## src/rtl/rw_recovery_requester.sv

```systemverilog
// Register-writeback stage recovery requester: holds the oldest misspeculating op and hands it to the recovery manager.
// Optional stall counter enabled by defining RSD_RW_RECOVERY_PERF_COUNTER_EN.
module rw_recovery_requester #(
   parameter int WB_WIDTH           = 4,
   parameter int AL_INDEX_WIDTH     = 6,
   parameter int ADDR_WIDTH         = 32,
   parameter int BR_HIST_WIDTH      = 10,
   parameter int REFETCH_TYPE_WIDTH = 3
) (
   input  logic                          clk,
   input  logic                          rst,
   input  logic                          wbValid       [WB_WIDTH],
   input  logic [AL_INDEX_WIDTH-1:0]     wbAlPtr       [WB_WIDTH],
   input  logic [REFETCH_TYPE_WIDTH-1:0] wbRefetchType [WB_WIDTH],
   input  logic [ADDR_WIDTH-1:0]         wbRecoveredPC [WB_WIDTH],
   input  logic [BR_HIST_WIDTH-1:0]      wbBrHistory   [WB_WIDTH],
   input  logic [AL_INDEX_WIDTH-1:0]     alHeadPtr,
   input  logic                          toRecoveryPhase,
   input  logic                          recoveryFromRwStage,
   input  logic                          toCommitPhase,
   input  logic                          unableToStartRecovery,
   output logic                          exceptionDetectedInRwStage,
   output logic [REFETCH_TYPE_WIDTH-1:0] refetchTypeFromRwStage,
   output logic [ADDR_WIDTH-1:0]         recoveredPC_FromRwStage,
   output logic [BR_HIST_WIDTH-1:0]      recoveredBrHistoryFromRwStage,
   output logic [AL_INDEX_WIDTH-1:0]     requestAlPtr,
   output logic                          busy,
   output logic [15:0]                   perfPendingCycles
);

   typedef enum logic [1:0] {
      IDLE       = 2'd0,
      PENDING    = 2'd1,
      RECOVERING = 2'd2
   } StateT;

   StateT state;

   logic                          selValid;
   logic [AL_INDEX_WIDTH-1:0]     selAge;
   logic [AL_INDEX_WIDTH-1:0]     selPtr;
   logic [REFETCH_TYPE_WIDTH-1:0] selType;
   logic [ADDR_WIDTH-1:0]         selPC;
   logic [BR_HIST_WIDTH-1:0]      selHist;
   logic [AL_INDEX_WIDTH-1:0]     laneAge;
   logic [AL_INDEX_WIDTH-1:0]     heldAge;
   logic                          selOlder;

   // Age is distance from the ActiveList head; modular subtraction absorbs wrap-around.
   // Strict '<' keeps the lowest lane index on equal age.
   always_comb begin
      selValid = 1'b0;
      selAge   = '0;
      selPtr   = '0;
      selType  = '0;
      selPC    = '0;
      selHist  = '0;
      laneAge  = '0;
      for (int unsigned i = 0; i < WB_WIDTH; i++) begin
         laneAge = wbAlPtr[i] - alHeadPtr;
         if (wbValid[i] && (!selValid || (laneAge < selAge))) begin
            selValid = 1'b1;
            selAge   = laneAge;
            selPtr   = wbAlPtr[i];
            selType  = wbRefetchType[i];
            selPC    = wbRecoveredPC[i];
            selHist  = wbBrHistory[i];
         end
      end
   end

   assign heldAge  = requestAlPtr - alHeadPtr;
   assign selOlder = selValid && (selAge < heldAge);

   always_ff @(posedge clk or posedge rst) begin
      if (rst) begin
         state                         <= IDLE;
         exceptionDetectedInRwStage    <= 1'b0;
         refetchTypeFromRwStage        <= '0;
         recoveredPC_FromRwStage       <= '0;
         recoveredBrHistoryFromRwStage <= '0;
         requestAlPtr                  <= '0;
         busy                          <= 1'b0;
      end else begin
         case (state)
            IDLE: begin
               if (toRecoveryPhase) begin
                  state <= RECOVERING;
                  busy  <= 1'b1;
               end else if (selValid) begin
                  state                         <= PENDING;
                  busy                          <= 1'b1;
                  exceptionDetectedInRwStage    <= 1'b1;
                  refetchTypeFromRwStage        <= selType;
                  recoveredPC_FromRwStage       <= selPC;
                  recoveredBrHistoryFromRwStage <= selHist;
                  requestAlPtr                  <= selPtr;
               end
            end
            PENDING: begin
               // A started recovery always wins over a same-cycle lane event; a commit-stage
               // recovery makes the held request moot, so its fields are cleared.
               if (toRecoveryPhase) begin
                  state                      <= RECOVERING;
                  exceptionDetectedInRwStage <= 1'b0;
                  if (!recoveryFromRwStage) begin
                     refetchTypeFromRwStage        <= '0;
                     recoveredPC_FromRwStage       <= '0;
                     recoveredBrHistoryFromRwStage <= '0;
                     requestAlPtr                  <= '0;
                  end
               end else if (selOlder) begin
                  refetchTypeFromRwStage        <= selType;
                  recoveredPC_FromRwStage       <= selPC;
                  recoveredBrHistoryFromRwStage <= selHist;
                  requestAlPtr                  <= selPtr;
               end
            end
            RECOVERING: begin
               if (toCommitPhase) begin
                  state                         <= IDLE;
                  busy                          <= 1'b0;
                  refetchTypeFromRwStage        <= '0;
                  recoveredPC_FromRwStage       <= '0;
                  recoveredBrHistoryFromRwStage <= '0;
                  requestAlPtr                  <= '0;
               end
            end
            default: begin
               state                      <= IDLE;
               busy                       <= 1'b0;
               exceptionDetectedInRwStage <= 1'b0;
            end
         endcase
      end
   end

`ifdef RSD_RW_RECOVERY_PERF_COUNTER_EN
   logic [15:0] perfCnt;

   always_ff @(posedge clk or posedge rst) begin
      if (rst) begin
         perfCnt <= '0;
      end else if ((state == PENDING) && unableToStartRecovery && (perfCnt != '1)) begin
         perfCnt <= perfCnt + 16'd1;
      end
   end

   assign perfPendingCycles = perfCnt;
`else
   logic unusedUnableToStart;

   assign unusedUnableToStart = unableToStartRecovery;
   assign perfPendingCycles   = '0;
`endif

endmodule

```

## config.mk

```make
export PLATFORM = sky130hd
export DESIGN_NAME = rw_recovery_requester
export DESIGN_NICKNAME = d
export VERILOG_FILES = /design/src/rtl/rw_recovery_requester.sv
export SDC_FILE = /design/constraint.sdc
export NUM_CORES = 1
export LEC_CHECK = 0
export BUFFER_PORTS_ARGS = -buffer_cell sky130_fd_sc_hd__buf_4
export CAP_MARGIN = 20
export CELL_PAD_IN_SITES_DETAIL_PLACEMENT = 0
export CELL_PAD_IN_SITES_GLOBAL_PLACEMENT = 2
export CORE_ASPECT_RATIO = 0.75
export CORE_MARGIN = 3
export CORE_UTILIZATION = 28
export DETAILED_ROUTE_END_ITERATION = 6
export PLACE_DENSITY = 0.94
export SYNTH_ARGS = -nofsm -noshare
export SYNTH_HDL_FRONTEND = slang
export SYNTH_SLANG_ARGS = --single-unit
```

## constraint.sdc

```tcl
create_clock -name clk -period 7.2 [get_ports clk]
set_input_delay 1.08 -clock clk [delete_from_list [all_inputs] [get_ports clk]]
set_output_delay 1.08 -clock clk [all_outputs]
set_load 0.01 [all_outputs]
```

# Yosys cells after proc, flatten, opt, wreduce, memory -nomap -nowiden
# Cells that the tools add are included.
# Widths: inputs -> output; s select.
totals:
  reg_bits: 55
  latch_bits: 0
  ram_bits: 0
  mem_bits_ro: 0
  input_bits: 220
  wordCells: 107
  n_memories: 0
op_classes:
  n_addsub: 5
  multipliers: 0
  div_mod_pow: 0
  n_lt_le_gt_ge: 4
  eq_ne: 9
  n_shift: 0
  muxes: 64
  bitwise_logic: 2
  reduce_logical: 16
ops:
  columns: ["operator", "count"]
  rows:
  - ["$mux 32", 10]
  - ["$mux 10", 10]
  - ["$pmux 32 s3", 1]
  - ["$mux 6", 14]
  - ["$mux 3", 10]
  - ["$pmux 10 s3", 1]
  - ["$sub 6x6->6", 5]
  - ["$lt 6x6->1", 4]
  - ["$pmux 6 s3", 1]
  - ["$mux 1", 9]
  - ["$ne 3x3->1 const B", 3]
  - ["$pmux 3 s3", 1]
  - ["$mux 2", 4]
  - ["$ne 2x2->1 const B", 4]
  - ["$pmux 1 s3", 2]
  - ["$pmux 2 s3", 1]
  - ["$reduce_and 3->1", 2]
  - ["$reduce_and 6->1", 1]
  - ["$logic_and 1x1->1", 4]
  - ["$reduce_and 4->1", 1]
  - ["$logic_not 1->1", 3]
  - ["$logic_or 1x1->1", 3]
  - ["$reduce_bool 3->1", 1]
  - ["$eq 2x1->1 const B", 1]
  - ["3 further kinds", 4]

# Depth between registers and ports, before layout
logic_depth:
  depth_word: 19
  depth_mapped: 47
  mapped_depth_nobuf: 40

# Least setup slack after synthesis
# No wires, ideal clock.
synth_path:
  path_type: "in2reg"
  start: "in alHeadPtr[1]"
  end: "reg recoveredBrHistoryFromRwStage[9]"
  arrival_time_ns: 8.367
  path_slack_ns: -1.296
  path_stages: 47
  path_buffers: 7
  path_cell_list: "inv_1 -> ha_1 -> nand2_1 -> o21ai_1 -> a21o_1 -> a21oi_1 -> xnor2_1 -> inv_1 -> ha_1 -> a21oi_1 -> o221ai_1 -> nor2_1 -> clkbuf_1 -> clkbuf_1 -> buf_1 -> nor2_1 -> a21oi_1 -> ha_1 -> (+11 left out) -> a21o_1 -> a21oi_1 -> o21a_1 -> o21ai_0 -> a21boi_2 -> buf_4 -> buf_4 -> nor2_1 -> a21oi_1 -> ha_1 -> a21oi_1 -> nor2b_1 -> o21ai_0 -> nand2_1 -> a21oi_1 -> o21ai_1 -> buf_2 -> o2bb2ai_1"
synth_via:
  elab_chain_len: 18
  elab_cells_between_ends: 36
  cone_classes: "add/sub (5); order compare (4); eq/ne (2); mux (15); reduce/logical (10)"
synth_rtl:
  columns: ["element", "line_no", "source"]
  rows:
  - ["start: declaration", "17", "input logic [AL_INDEX_WIDTH-1:0] alHeadPtr,"]
  - ["$sub 6x6->6", "60", "laneAge = wbAlPtr[i] - alHeadPtr;"]
  - ["$mux 6", "61", "if (wbValid[i] && (!selValid || (laneAge < selAge))) begin"]
  - ["$lt 6x6->1", "61", null]
  - ["$logic_or 1x1->1", "61", null]
  - ["$logic_and 1x1->1", "61", null]
  - ["$mux 6 / $mux 1 (equally long branches)", "61", null]
  - ["$lt 6x6->1 / $logic_not 1->1 (equally long branches)", "61", null]
  - ["$logic_or 1x1->1", "61", null]
  - ["(+2 left out)", null, null]
  - ["$lt 6x6->1 / $logic_not 1->1 (equally long branches)", "61", null]
  - ["$logic_or 1x1->1", "61", null]
  - ["$logic_and 1x1->1", "61", null]
  - ["$mux 6", "61", null]
  - ["$lt 6x6->1", "73", "assign selOlder = selValid && (selAge < heldAge);"]
  - ["$logic_and 1x1->1", "73", null]
  - ["$ne 3x3->1 (no source line)", null, null]
  - ["$reduce_and 6->1 (no source line)", null, null]
  - ["end signal: assignment", "96", "recoveredBrHistoryFromRwStage <= selHist;"]
  - ["end signal: assignment", "115", "recoveredBrHistoryFromRwStage <= selHist;"]
  - ["end: declaration", "25", "output logic [BR_HIST_WIDTH-1:0] recoveredBrHistoryFromRwStage,"]
# Parallel ways exist; a longest one is shown, timed or not. The select of a mux whose other input is x is not followed.
# A chain may end at the register's enable or synchronous reset.

# Worst setup path in the final report
layout_path:
  start: "in alHeadPtr[1]"
  end: "reg recoveredPC_FromRwStage[18]"
layout_via:
  elab_chain_len: 18
  elab_cells_between_ends: 36
  cone_classes: "add/sub (5); order compare (4); eq/ne (2); mux (15); reduce/logical (10)"
layout_rtl:
  columns: ["element", "line_no", "source"]
  rows:
  - ["$sub 6x6->6", "60", null]
  - ["$mux 6", "61", null]
  - ["$lt 6x6->1", "61", null]
  - ["$logic_or 1x1->1", "61", null]
  - ["$logic_and 1x1->1", "61", null]
  - ["$mux 6 / $mux 1 (equally long branches)", "61", null]
  - ["$lt 6x6->1 / $logic_not 1->1 (equally long branches)", "61", null]
  - ["$logic_or 1x1->1", "61", null]
  - ["(+2 left out)", null, null]
  - ["$lt 6x6->1 / $logic_not 1->1 (equally long branches)", "61", null]
  - ["$logic_or 1x1->1", "61", null]
  - ["$logic_and 1x1->1", "61", null]
  - ["$mux 6", "61", null]
  - ["$lt 6x6->1", "73", null]
  - ["$logic_and 1x1->1", "73", null]
  - ["$ne 3x3->1 (no source line)", null, null]
  - ["$reduce_and 6->1 (no source line)", null, null]
  - ["end signal: assignment", "95", "recoveredPC_FromRwStage <= selPC;"]
  - ["end signal: assignment", "114", "recoveredPC_FromRwStage <= selPC;"]
  - ["end: declaration", "24", "output logic [ADDR_WIDTH-1:0] recoveredPC_FromRwStage,"]
# Parallel ways exist; a longest one is shown, timed or not. The select of a mux whose other input is x is not followed.

==> out/results.ini <==
[critical_path]
path_class = in2reg
critPathLaunchType = input port
critPathMaxStageDelay_ns = 0.36
reg2reg_from = requestAlPtr[1]
critPathMaxFanout = 7
required_ns = 7.39
r2r_cells = 15
r2r_end = recoveredPC_FromRwStage[18]
worst_setup_path_end_kind = flop
regToRegSetupSlack_ns = 3.95
cpMostUsedCell = buf_4
crit_buf_inv = 12
cp.arrival_ns = 7.66
crit_family = compound AO/OA/AOI/OAI gates
cp_slowest_cell = fa_2

[global_routing]
grt_use_total = 0.203
top_usage_layer = met2
grt_first_pass_wirelength_um = 35300
overflow = 0
use_met3 = 0.0675
grt_max_degree = 61
antenna_found_initial = 2
use_met1 = 0.268
met2_usage = 0.329
grt_pass1_vias = 6339

[route]
drt_first_pass_iters = 4
wirelength_um = 23900
ant_nets = 0
wl_per_cell_um = 18.5
via_count = 6288
via_per_inst = 4.86
drtIter0Drc = 252
drc = 0

[finish]
final.fill_count = 1840
diodes = 0
instances_no_fill = 1294
fin_nets = 1314
areaGrowthSynthToFinish_pct = 78.7
drive_gt1_frac = 0.549
final_util = 0.521

[run_status]
status = finished with violations
violations = setup timing

[power]
power.density_mw_per_mm2 = 362
p_leak_nw = 5.02
peakVddDrop_mv = 0.218

[clock_tree]
clock_sinks = 55
clockBufferDepth = 2
clkLatencyLatePin_ns = 0.31
clk_pin_slew_ns = 0.08
cts-root-buf = clkbuf_16
cts_tree = yes
cts_buffers = 5
ctsHtreeMaxLevel = 2

[sta]
layout_setup_ws_ns = -0.268
setup_viol = 51
max-slew-margin-rel = 0.338
fin_skew_ns = 0.0130
fmax_ghz = 0.134
rsz0062_at_grt = yes
finalMaxSlewViolations = 0
final-hold-violation-count = 0
period_needed_ns = 7.47
tightest_slew_ns = 0.984
fin_crit_sh = 1.04

[floorplan]
die_h_um = 130
die-area_mm2 = 0.0223
pin_count = 289
core-area_mm2 = 0.0198
num_rows = 44
die_w_um = 172
initial_utilization = 0.291

[synth]
yosysSeqAreaShare = 0.239
avgSynthCellArea_um2 = 8.52
synth_edf_count = 0
syn-cell-area_mm2 = 0.00576
yosysTopAreaCellShare = 0.239
yosys.area.top_type = dfrtp_1
yosys_warnings = 0
ys_top_cells_by_area = dfrtp_1 24%, ha_1 10%, mux2_2 10%
syn-instance-count = 676
synth_cell_types = 50
synth_top_flop_cell = dfrtp_1
ys_async_sr_fraction = 1.00
ys_ff_latch = 55

[min_path]
hold_path_end = recoveredPC_FromRwStage[13]
min_path_type = reg2reg
min_from = recoveredPC_FromRwStage[13]
min_path_cells = 1

[placement]
numPlacedInstances = 1226
hpwl_um = 16800
io_buffers = 271
pre_cts_ws_ns = -0.626
gp_congestion = 0.817

[job]
max_cap_violations = 0

==> layout make-up <==
class	count	area, um2	share of cell area
Tap cell	253	317	0.0308
Multi-Input combinational cell	552	5020	0.487
Clock inverter	2	16.3	0.00158
Clock buffer	5	125	0.0122
Sequential cell	55	1380	0.134
Inverter	27	108	0.0105
Timing Repair Buffer	400	3330	0.324
==> registers in the layout, summed over array words and instances, names as in the netlist <==
signal / flops
refetchTypeFromRwStage: 3
state: 2
recoveredPC_FromRwStage: 32
requestAlPtr: 6
recoveredBrHistoryFromRwStage: 10
busy: 1
exceptionDetectedInRwStage: 1
==> routing by layer <==
layer  part of all wire  wire length (um)
met1               0.45             10700
met5             0.0011                27
met2               0.47             11300
met4             0.0097               232
met3              0.072              1730
==> cell usage after synthesis, types with 2 or more instances <==
cell type	count
o2bb2ai_1	51
o31ai_1	3
a21o_1	15
xor2_1	9
inv_1	27
ha_1	48
buf_4	20
o21ai_1	3
dfrtp_1	55
nand2b_1	6
nand2_1	120
mux2i_1	52
a21oi_1	30
o21ai_0	66
nor2b_1	4
o221ai_1	2
o21a_1	2
a311oi_1	2
nand3b_1	3
xnor2_1	15
clkbuf_1	24
buf_1	3
fa_1	5
mux2_2	51
nor2_1	17
buf_2	11
nor4_1	2
nor3_1	5
nand3_1	4
==> power breakdown <==
part           switching (mW)  leakage, nW  total, mW  internal, mW
logic                    1.38         4.24       2.91          1.52
clock network           0.134       0.0663      0.263         0.129
registers               0.112        0.710      0.554         0.441
==> per-stage QoR <==
stage / area [um2] / power, mW / TNS (ns) / hold WS, ns
floorplan: 6070 / 1.72 / -16.08 / 0.522
global placement: 8580 / 2.33 / -28.22 / 0.473
detailed placement: 8580 / 2.35 / -30.26 / 0.475
CTS: 9700 / 3.37 / -4.96 / 0.496
global route: 10300 / 3.95 / -28.75 / 0.513
finish: 10300 / 3.72 / -11.63 / 0.501
==> cells in the final DEF, fill, tap and decap left out, drive strengths merged, types with 2 or more instances in the layout <==
cell      instances
dfrtp            55
nand3             4
o21a              2
conb             16
o211ai            2
o21ai            69
a21boi            2
nor2             17
fa                5
buf             398
xor2              9
o221ai            2
nand3b            3
ha               48
o31ai             3
clkbuf            6
a21o             15
o2bb2ai          51
mux2             51
clkinvlp          2
a311oi            3
nor2b             4
mux2i            52
nand2           121
inv              27
xnor2            15
nor4              2
nand2b            6
a21oi            30
nor3              6
==> worst max path at each step <==
stage / start / to / slack [ns] / cells after the start
after detailed placement: alHeadPtr[2] / recoveredBrHistoryFromRwStage[5] / -0.63 / 39
after CTS: alHeadPtr[1] / refetchTypeFromRwStage[1] / -0.12 / 43
final: alHeadPtr[1] / recoveredPC_FromRwStage[18] / -0.27 / 41
after global placement: alHeadPtr[2] / recoveredBrHistoryFromRwStage[5] / -0.58 / 39
after floorplan: alHeadPtr[1] / recoveredPC_FromRwStage[11] / -0.33 / 41
after global routing: alHeadPtr[1] / recoveredPC_FromRwStage[18] / -0.59 / 47
==> kinds of logic (layout without fill, tap and decap cells) <==
logic type               count (synthesis)  in the layout  synth area share
AO/OA/AOI/OAI                          189            189             0.220
AND/OR/NAND/NOR                        166            167             0.122
multiplexers                           103            103             0.190
buffers and inverters                   85            434            0.0708
flip-flops                              55             55             0.239
adder cells (fa/ha/maj)                 53             53             0.122
XOR/XNOR                                24             24            0.0365
other                                    1             16          0.000651
==> timing repair <==
item / in CTS / in global routing
hold buffers: 0 / 0
pin swaps: 39 / 44
endpoints found under the setup margin: 51 / 51
cloned: 10 / 1
setup buffers: 38 / 13
gates resized for setup: 85 / 62
No activity file was read; power rests on OpenSTA's default activity.
